`src/rtl/rx_module.sv`:
```
// UART receive engine: 16x oversampled, majority-voted bits, line idle=0/start=1,
// frames delivered with parity/frame/overrun status through a valid/ack handshake.
module rx_module #(
   parameter int SYNC_STAGES = 2
) (
   input  logic       clk_i,
   input  logic       rst_ni,
   input  logic       baud_en_i,
   input  logic       rx_en_i,
   input  logic [4:0] rx_conf_i,
   input  logic       uart_rx_i,
   input  logic       rx_ack_i,
   output logic [7:0] rx_data_o,
   output logic       rx_valid_o,
   output logic       rx_parity_err_o,
   output logic       rx_frame_err_o,
   output logic       rx_overrun_o
);

   typedef enum logic [2:0] {
      S_DISABLED = 3'd0,
      S_IDLE     = 3'd1,
      S_START    = 3'd2,
      S_DATA     = 3'd3,
      S_PARITY   = 3'd4,
      S_STOP     = 3'd5,
      S_DONE     = 3'd6
   } state_e;

   state_e                 state_q, state_d;
   logic [SYNC_STAGES-1:0] sync_q;
   logic                   line;
   logic [3:0]             cnt_q;
   logic [2:0]             bit_q;
   logic [1:0]             dsize_q, ssize_q;
   logic                   pen_q;
   logic                   s7_q, s8_q;
   logic [7:0]             data_q;
   logic                   par_q, ferr_q;
   logic                   in_frame, decide, wrap, bit_val;
   logic                   start_det, publish;
   logic [2:0]             last_data;

   assign line      = sync_q[SYNC_STAGES-1];
   assign in_frame  = (state_q == S_START) || (state_q == S_DATA) ||
                      (state_q == S_PARITY) || (state_q == S_STOP);
   assign decide    = in_frame && (cnt_q == 4'd9);
   assign wrap      = in_frame && (cnt_q == 4'd15);
   // samples at cnt 7 and 8 are held; the cnt 9 sample is the live line
   assign bit_val   = (s7_q & s8_q) | (s7_q & line) | (s8_q & line);
   assign last_data = 3'd4 + {1'b0, dsize_q};
   assign start_det = baud_en_i && (state_q == S_IDLE) && (state_d == S_START);
   assign publish   = baud_en_i && (state_q == S_DONE);

   always_ff @(posedge clk_i) begin
      if (!rst_ni) sync_q <= '0;
      else         sync_q <= {sync_q[SYNC_STAGES-2:0], uart_rx_i};
   end

   always_ff @(posedge clk_i) begin
      if (!rst_ni) state_q <= S_DISABLED;
      else         state_q <= state_d;
   end

   always_comb begin
      state_d = state_q;
      if (baud_en_i) begin
         case (state_q)
            S_DISABLED: if (rx_en_i) state_d = S_IDLE;
            S_IDLE: begin
               if (!rx_en_i)  state_d = S_DISABLED;
               else if (line) state_d = S_START;
            end
            S_START: begin
               if (decide && !bit_val) state_d = S_IDLE;
               else if (wrap)          state_d = S_DATA;
            end
            S_DATA:   if (wrap && (bit_q == last_data)) state_d = pen_q ? S_PARITY : S_STOP;
            S_PARITY: if (wrap) state_d = S_STOP;
            // the trailing half of the last stop bit is not waited for
            S_STOP:   if (decide && (bit_q == {1'b0, ssize_q})) state_d = S_DONE;
            S_DONE:   state_d = rx_en_i ? S_IDLE : S_DISABLED;
            default:  state_d = S_DISABLED;
         endcase
         if (in_frame && !rx_en_i) state_d = S_DISABLED;
      end
   end

   always_ff @(posedge clk_i) begin
      if (!rst_ni) begin
         cnt_q   <= '0;
         bit_q   <= '0;
         dsize_q <= '0;
         ssize_q <= '0;
         pen_q   <= 1'b0;
         s7_q    <= 1'b0;
         s8_q    <= 1'b0;
         data_q  <= '0;
         par_q   <= 1'b0;
         ferr_q  <= 1'b0;
      end else if (baud_en_i) begin
         if (start_det) begin
            // detection tick is sample 0 of the start bit
            cnt_q                      <= 4'd1;
            bit_q                      <= '0;
            {dsize_q, ssize_q, pen_q}  <= rx_conf_i;
            data_q                     <= '0;
            par_q                      <= 1'b0;
            ferr_q                     <= 1'b0;
         end else if (in_frame) begin
            cnt_q <= cnt_q + 4'd1;
            if (cnt_q == 4'd7) s7_q <= line;
            if (cnt_q == 4'd8) s8_q <= line;
            if (decide) begin
               case (state_q)
                  S_DATA:   data_q[bit_q] <= bit_val;
                  S_PARITY: par_q <= bit_val;
                  S_STOP:   if (bit_val) ferr_q <= 1'b1;
                  default:  ;
               endcase
            end
            // index restarts whenever the bit field (data/parity/stop) changes
            if (wrap) bit_q <= (state_d == state_q) ? bit_q + 3'd1 : 3'd0;
         end else begin
            cnt_q <= '0;
         end
      end
   end

   always_ff @(posedge clk_i) begin
      if (!rst_ni) begin
         rx_data_o       <= '0;
         rx_valid_o      <= 1'b0;
         rx_parity_err_o <= 1'b0;
         rx_frame_err_o  <= 1'b0;
         rx_overrun_o    <= 1'b0;
      end else if (publish) begin
         rx_data_o       <= data_q;
         rx_parity_err_o <= pen_q & (^data_q ^ par_q);
         rx_frame_err_o  <= ferr_q;
         rx_overrun_o    <= rx_valid_o & ~rx_ack_i;
         rx_valid_o      <= 1'b1;
      end else if (rx_ack_i && rx_valid_o) begin
         rx_valid_o      <= 1'b0;
         rx_parity_err_o <= 1'b0;
         rx_frame_err_o  <= 1'b0;
         rx_overrun_o    <= 1'b0;
      end
   end

endmodule

```
`config.mk`:
```
export PLATFORM = sky130hd
export DESIGN_NAME = rx_module
export DESIGN_NICKNAME = d
export VERILOG_FILES = /design/src/rtl/rx_module.sv
export SDC_FILE = /design/constraint.sdc
export NUM_CORES = 1
export LEC_CHECK = 0
export CORE_ASPECT_RATIO = 1.1
export CORE_UTILIZATION = 60
export DETAILED_ROUTE_END_ITERATION = 12
export PLACE_DENSITY = 0.94
export SLEW_MARGIN = 40
export SYNTH_ARGS = -nofsm -noshare
export SYNTH_HDL_FRONTEND = slang
export SYNTH_SLANG_ARGS = --single-unit
```
`constraint.sdc`:
```
create_clock -name clk_i -period 3.1 [get_ports clk_i]
set_clock_uncertainty 0.05 [all_clocks]
set_input_delay 0.775 -clock clk_i [delete_from_list [all_inputs] [get_ports clk_i]]
set_output_delay 0.775 -clock clk_i [all_outputs]
set_load 0.05 [all_outputs]
```
Word-level counts from Yosys, hierarchy flattened. Cells that the tools add are included.

Register bits after elaboration: 41. Word-level logic and storage cells: 119.

Add/subtract/negate cells: 3. Order comparisons: 2. Equal/unequal tests: 14. Muxes and demuxes: 40. Bitwise gates (word level): 10. Reductions and logical operators: 33.

Operators by type and width (count): $mux W3 (14); $mux W8 (4); $pmux W3 S7 (1); $mux W1 (17); $reduce_and A4 Y1 (4); $reduce_bool A2 Y1 (8); $eq A4 B4 Y1 const B (3); $logic_and A1 B1 Y1 (11); $eq A3 B2 Y1 const B (3); $eq A3 B3 Y1 const B (3); $bwmux W8 (1); $mux W4 (2); $reduce_xor A8 Y1 (1); $eq A3 B3 Y1 (2); $and A1 B1 Y1 (5); $reduce_and A5 Y1 (1); $add A4 B1 Y4 const B (1); $eq A4 B3 Y1 const B (1); $lt A3 B4 Y1 const B (1); $add A3 B1 Y3 const B (1); $add A3 B2 Y3 const A (1); $demux W1 S3 (1); $eq A3 B1 Y1 const B (1); $eq A3 B2 Y1 (1); 9 further kinds (14).

Longest topological paths before layout.
Depth after elaboration: 15. Gate-level depth with buffers: 7. Depth with buffers taken out: 7.

Worst setup path before layout. Ideal clock, no wire load.

Path type: input -> register. Start point: input rx_en_i. End point: register bit_q[0]. Library setup time: 121 ps. Data arrival time: 2029 ps. Path slack: 900 ps. Stages on the path: 6. Buffers on the path: 1. Cells stage by stage: buf_4 -> nand2b_1 -> or3_1 -> a2111oi_4 -> nor3_1 -> mux2_2.

Cells in the longest elaborated chain, start to end: 9.

Ends and longest elaborated chain: from (decl) (RTL line 9) `input logic rx_en_i,`; $mux W1, or another cell as far along (RTL line 82) `S_DONE: state_d = rx_en_i ? S_IDLE : S_DISABLED;`; $pmux W3 S7 / $logic_and A1 B1 Y1 (equally long branches) (RTL line 68, 85); $mux W3 (*) (RTL line 85) `if (in_frame && !rx_en_i) state_d = S_DISABLED;`; $mux W3 (*) (RTL line 67) `if (baud_en_i) begin`; $eq A3 B3 Y1 (RTL line 123) `if (wrap) bit_q <= (state_d == state_q) ? bit_q + 3'd1 : 3'd0;`; $mux W3 (2 in a row) (RTL line 123); $mux W3 (RTL line 110) `end else if (in_frame) begin`; $mux W3 (RTL line 102) `if (start_det) begin`; to (signal assigned) (RTL line 123); to (decl) (RTL line 34) `logic [2:0] bit_q;`.

Every way passes the cells marked *; elsewhere a longest branch is shown, timed or not. The select of a mux whose other input is x is not followed. A chain may end at the register's enable or synchronous reset.

Final worst setup path. Same ends and word-level chain as after synthesis.

==> results.py <==
metrics = {
    "outcome": {
        "outcome": "complete, no violations",
    },
    "synthesis": {
        "async_flop_share_pct": 0,
        "yosys-top-cells-area": "dfxtp_1, mux2i_1, xnor2_1",
        "yosysTopAreaCellShare_pct": 38.68,
        "syn_nets": 256,
        "synth_top_area_cell": "dfxtp_1",
        "synth_edf_count": 0,
        "yosys-top-cells-count": "dfxtp_1, nand2_1, nor2_1, mux2i_1",
        "synth_area_um2": 2122,
        "synth_warnings": 0,
        "postSynthCellCount": 241,
        "synth.most_common_cell": "dfxtp_1",
        "syn_area_per_cell_um2": 8.805,
        "yosysSeqAreaShare_pct": 38.68,
        "synth_flop_cell": "dfxtp_1",
        "ys_types": 47,
        "synth-seq-cells": 41,
    },
    "worst_setup_path": {
        "cp_max_fo": 10,
        "crit_type": "in -> reg",
        "worstPathCellList": "clkdlybuf4s50_1 > nand2b_1 > or3_1 > a2111oi_4 > nor3_1 > mux2_2",
        "crit_arrival_ps": 2700,
        "regToRegSetupSlack_ps": 960,
        "worst_r2r_path_depth": 5,
        "crit_required_ps": 3310,
        "worst_path_max_delay_cell": "clkdlybuf4s50_1",
        "r2r_end": "bit_q[0]",
        "worstSetupEndpointType": "register",
        "critPathLaunchType": "input port",
        "cp_slowest_stage_delay_ps": 660,
        "reg2reg_from": "state_q[2]",
    },
    "drt": {
        "drtAntennaViolNets": 0,
        "avgRoutedWirePerCell_um": 14.71,
        "firstDrtPassIters": 4,
        "wl_um": 4532,
        "via_per_inst": 5.740,
        "vias": 1768,
        "drt_iter0_drc": 97,
        "route.detailed.drc": 0,
    },
    "worst_hold_path": {
        "hold_depth": 1,
        "min_to": "sync_q[1]",
        "hold_start": "sync_q[0]",
        "hold_class": "reg -> reg",
    },
    "sta": {
        "period_needed_ps": 2492,
        "fmax_ghz": 0.4012,
        "slew_viol_final": 0,
        "setup_tns_ps": 0,
        "period_share_pct": 80.40,
        "slew_headroom_pct": 57.37,
        "setup_viol": 0,
        "layout_setup_ws_ps": 607.7,
        "tightest_slew_ps": 634.0,
        "finalHoldViolations": 0,
        "rsz0062_at_grt": "no",
    },
    "global_routing": {
        "grt_max_degree": 30,
        "grt_pass1_vias": 1703,
        "grt_overflow_total": 0,
        "grt_pass1_wl_um": 7900,
        "antenna_found_initial": 0,
        "grtUsageTotal_pct": 27.49,
    },
    "job": {
        "cap_viol_max_count": 0,
    },
    "placed_design": {
        "port_buffers": 22,
        "placedCellCount": 300,
        "gp_congestion": 0.8688,
        "place_hpwl_um": 3162,
        "post-place-ws_ps": 234.7,
    },
    "clock_tree": {
        "cts.path.max_buffers": 2,
        "clock-sinks": 41,
        "worstSkewPairLatency_ps": 350,
        "cts_tree": "done",
        "htree_num_levels": 2,
        "numCtsBuffers": 5,
        "clk_pin_slew_ps": 130,
        "ctsResizeCount": 0,
        "hold_buffers": 0,
        "root_buffer": "clkbuf_4",
        "postCtsSetupBuffers": 0,
    },
    "cells_and_area": {
        "n_antenna_cell": 0,
        "layout-drive-gt1-share_pct": 6.538,
        "syn_to_final_growth_pct": 15.62,
        "nets": 274,
        "fin_cells": 308,
    },
    "pwr": {
        "seq_power_share_pct": 55.8,
        "switchingPower_mw": 0.2105,
        "switching_share_pct": 21.93,
        "pwr-share-comb_pct": 5.5,
        "p_per_area_nw_per_um2": 391.1,
        "ir_drop_uv": 375.7,
        "p_int_mw": 0.7491,
        "p_leak_nw": 0.8502,
        "clock_power_share_pct": 38.7,
    },
    "floorplan": {
        "fp.dieW_um": 58.70,
        "std_cell_rows": 22,
        "design.die.area_um2": 3779,
        "top_level_ports": 23,
        "die_h_um": 64.37,
        "coreArea_um2": 3358,
        "start_util_pct": 63.19,
    },
}
-- worst max path at each step --
| stage | start | end | slack (ps) | depth (start not counted) |
|---|---|---|---|---|
| 4_1_cts | rx_en_i | bit_q[0] | 610 | 6 |
| 3_3_place_gp | rx_en_i | bit_q[0] | 310 | 6 |
| 6_report | rx_en_i | bit_q[0] | 610 | 6 |
| 2_1_floorplan | rx_en_i | bit_q[0] | 900 | 6 |
| 5_1_grt | rx_en_i | bit_q[0] | 560 | 6 |
| 3_5_place_dp | rx_en_i | bit_q[0] | 230 | 6 |
-- area by class of cell --
cell class	instances	area, um^2
repair buffers	27	257.7
fillers	259	904.6
inverters	5	18.77
clock buffers	6	51.30
clock inverters	2	37.54
multi-input cells	179	1207
well taps	48	60.06
flip-flops and latches	41	820.8
-- power by group through the flow --
| stage | logic [mW] | clock network (mW) | registers [mW] |
|---|---|---|---|
| detailed placement | 0.0524 | 0 | 0.547 |
| finish | 0.0528 | 0.371 | 0.535 |
| global route | 0.0575 | 0.401 | 0.537 |
| floorplan | 0.0337 | 0 | 0.544 |
| global placement | 0.0507 | 0 | 0.547 |
| CTS | 0.0527 | 0.374 | 0.535 |
-- cells by family (layout without fill, tap and decap cells) --
family	after synthesis	count (layout)	share of synthesized area (%)
compound gates	40	40	14.51
buf+inv	21	40	4.422
simple gates	103	103	25.71
mux	17	17	8.078
xor+xnor	14	14	5.778
fa+ha+maj	5	5	2.830
flops	41	41	38.68
-- routing by layer --
| layer | share of wire [%] | global-route usage, % |
|---|---|---|
| met5 | 0 | 0 |
| met4 | 2.4 | 8.631 |
| met3 | 5.4 | 6.478 |
| met2 | 48 | 44.54 |
| met1 | 44 | 35.88 |
-- through the flow --
stage          power, mW  util [%]  hold WS (ps)  cell area (um^2)
2_1_floorplan     0.5773         -         361.9              2122
3_3_place_gp      0.5979     70.42         366.8              2365
3_5_place_dp      0.5996     70.42         369.2              2365
4_1_cts           0.9621     73.06         408.3              2454
5_1_grt           0.9957     73.06         427.2              2454
6_report          0.9596     73.06         406.2              2454
-- critical path: cells and delay by family --
| kind | cells | cell delay [ps] |
|---|---|---|
| AND/OR/NAND/NOR | 3 | 610 |
| multiplexers | 1 | 270 |
| AO/OA/AOI/OAI | 1 | 390 |
| buffers and inverters | 1 | 660 |
-- cell usage in the layout, fill, tap and decap left out, types with 8 or more instances in the layout --
master            n
a21boi_0         15
clkdlybuf4s50_1  22
dfxtp_1          41
mux2i_1          16
nand2_1          24
nand3_1           9
nand4_1           8
nor2_1           18
nor2b_1          15
xnor2_1          13
-- state kept, by name, summed over array words and instances, names as in the netlist, 2 cells and up --
name	count
bit_q	3
cnt_q	4
data_q	8
dsize_q	2
rx_data_o	8
ssize_q	2
state_q	3
sync_q	2
Note: power is estimated with default switching activity, not from simulation.
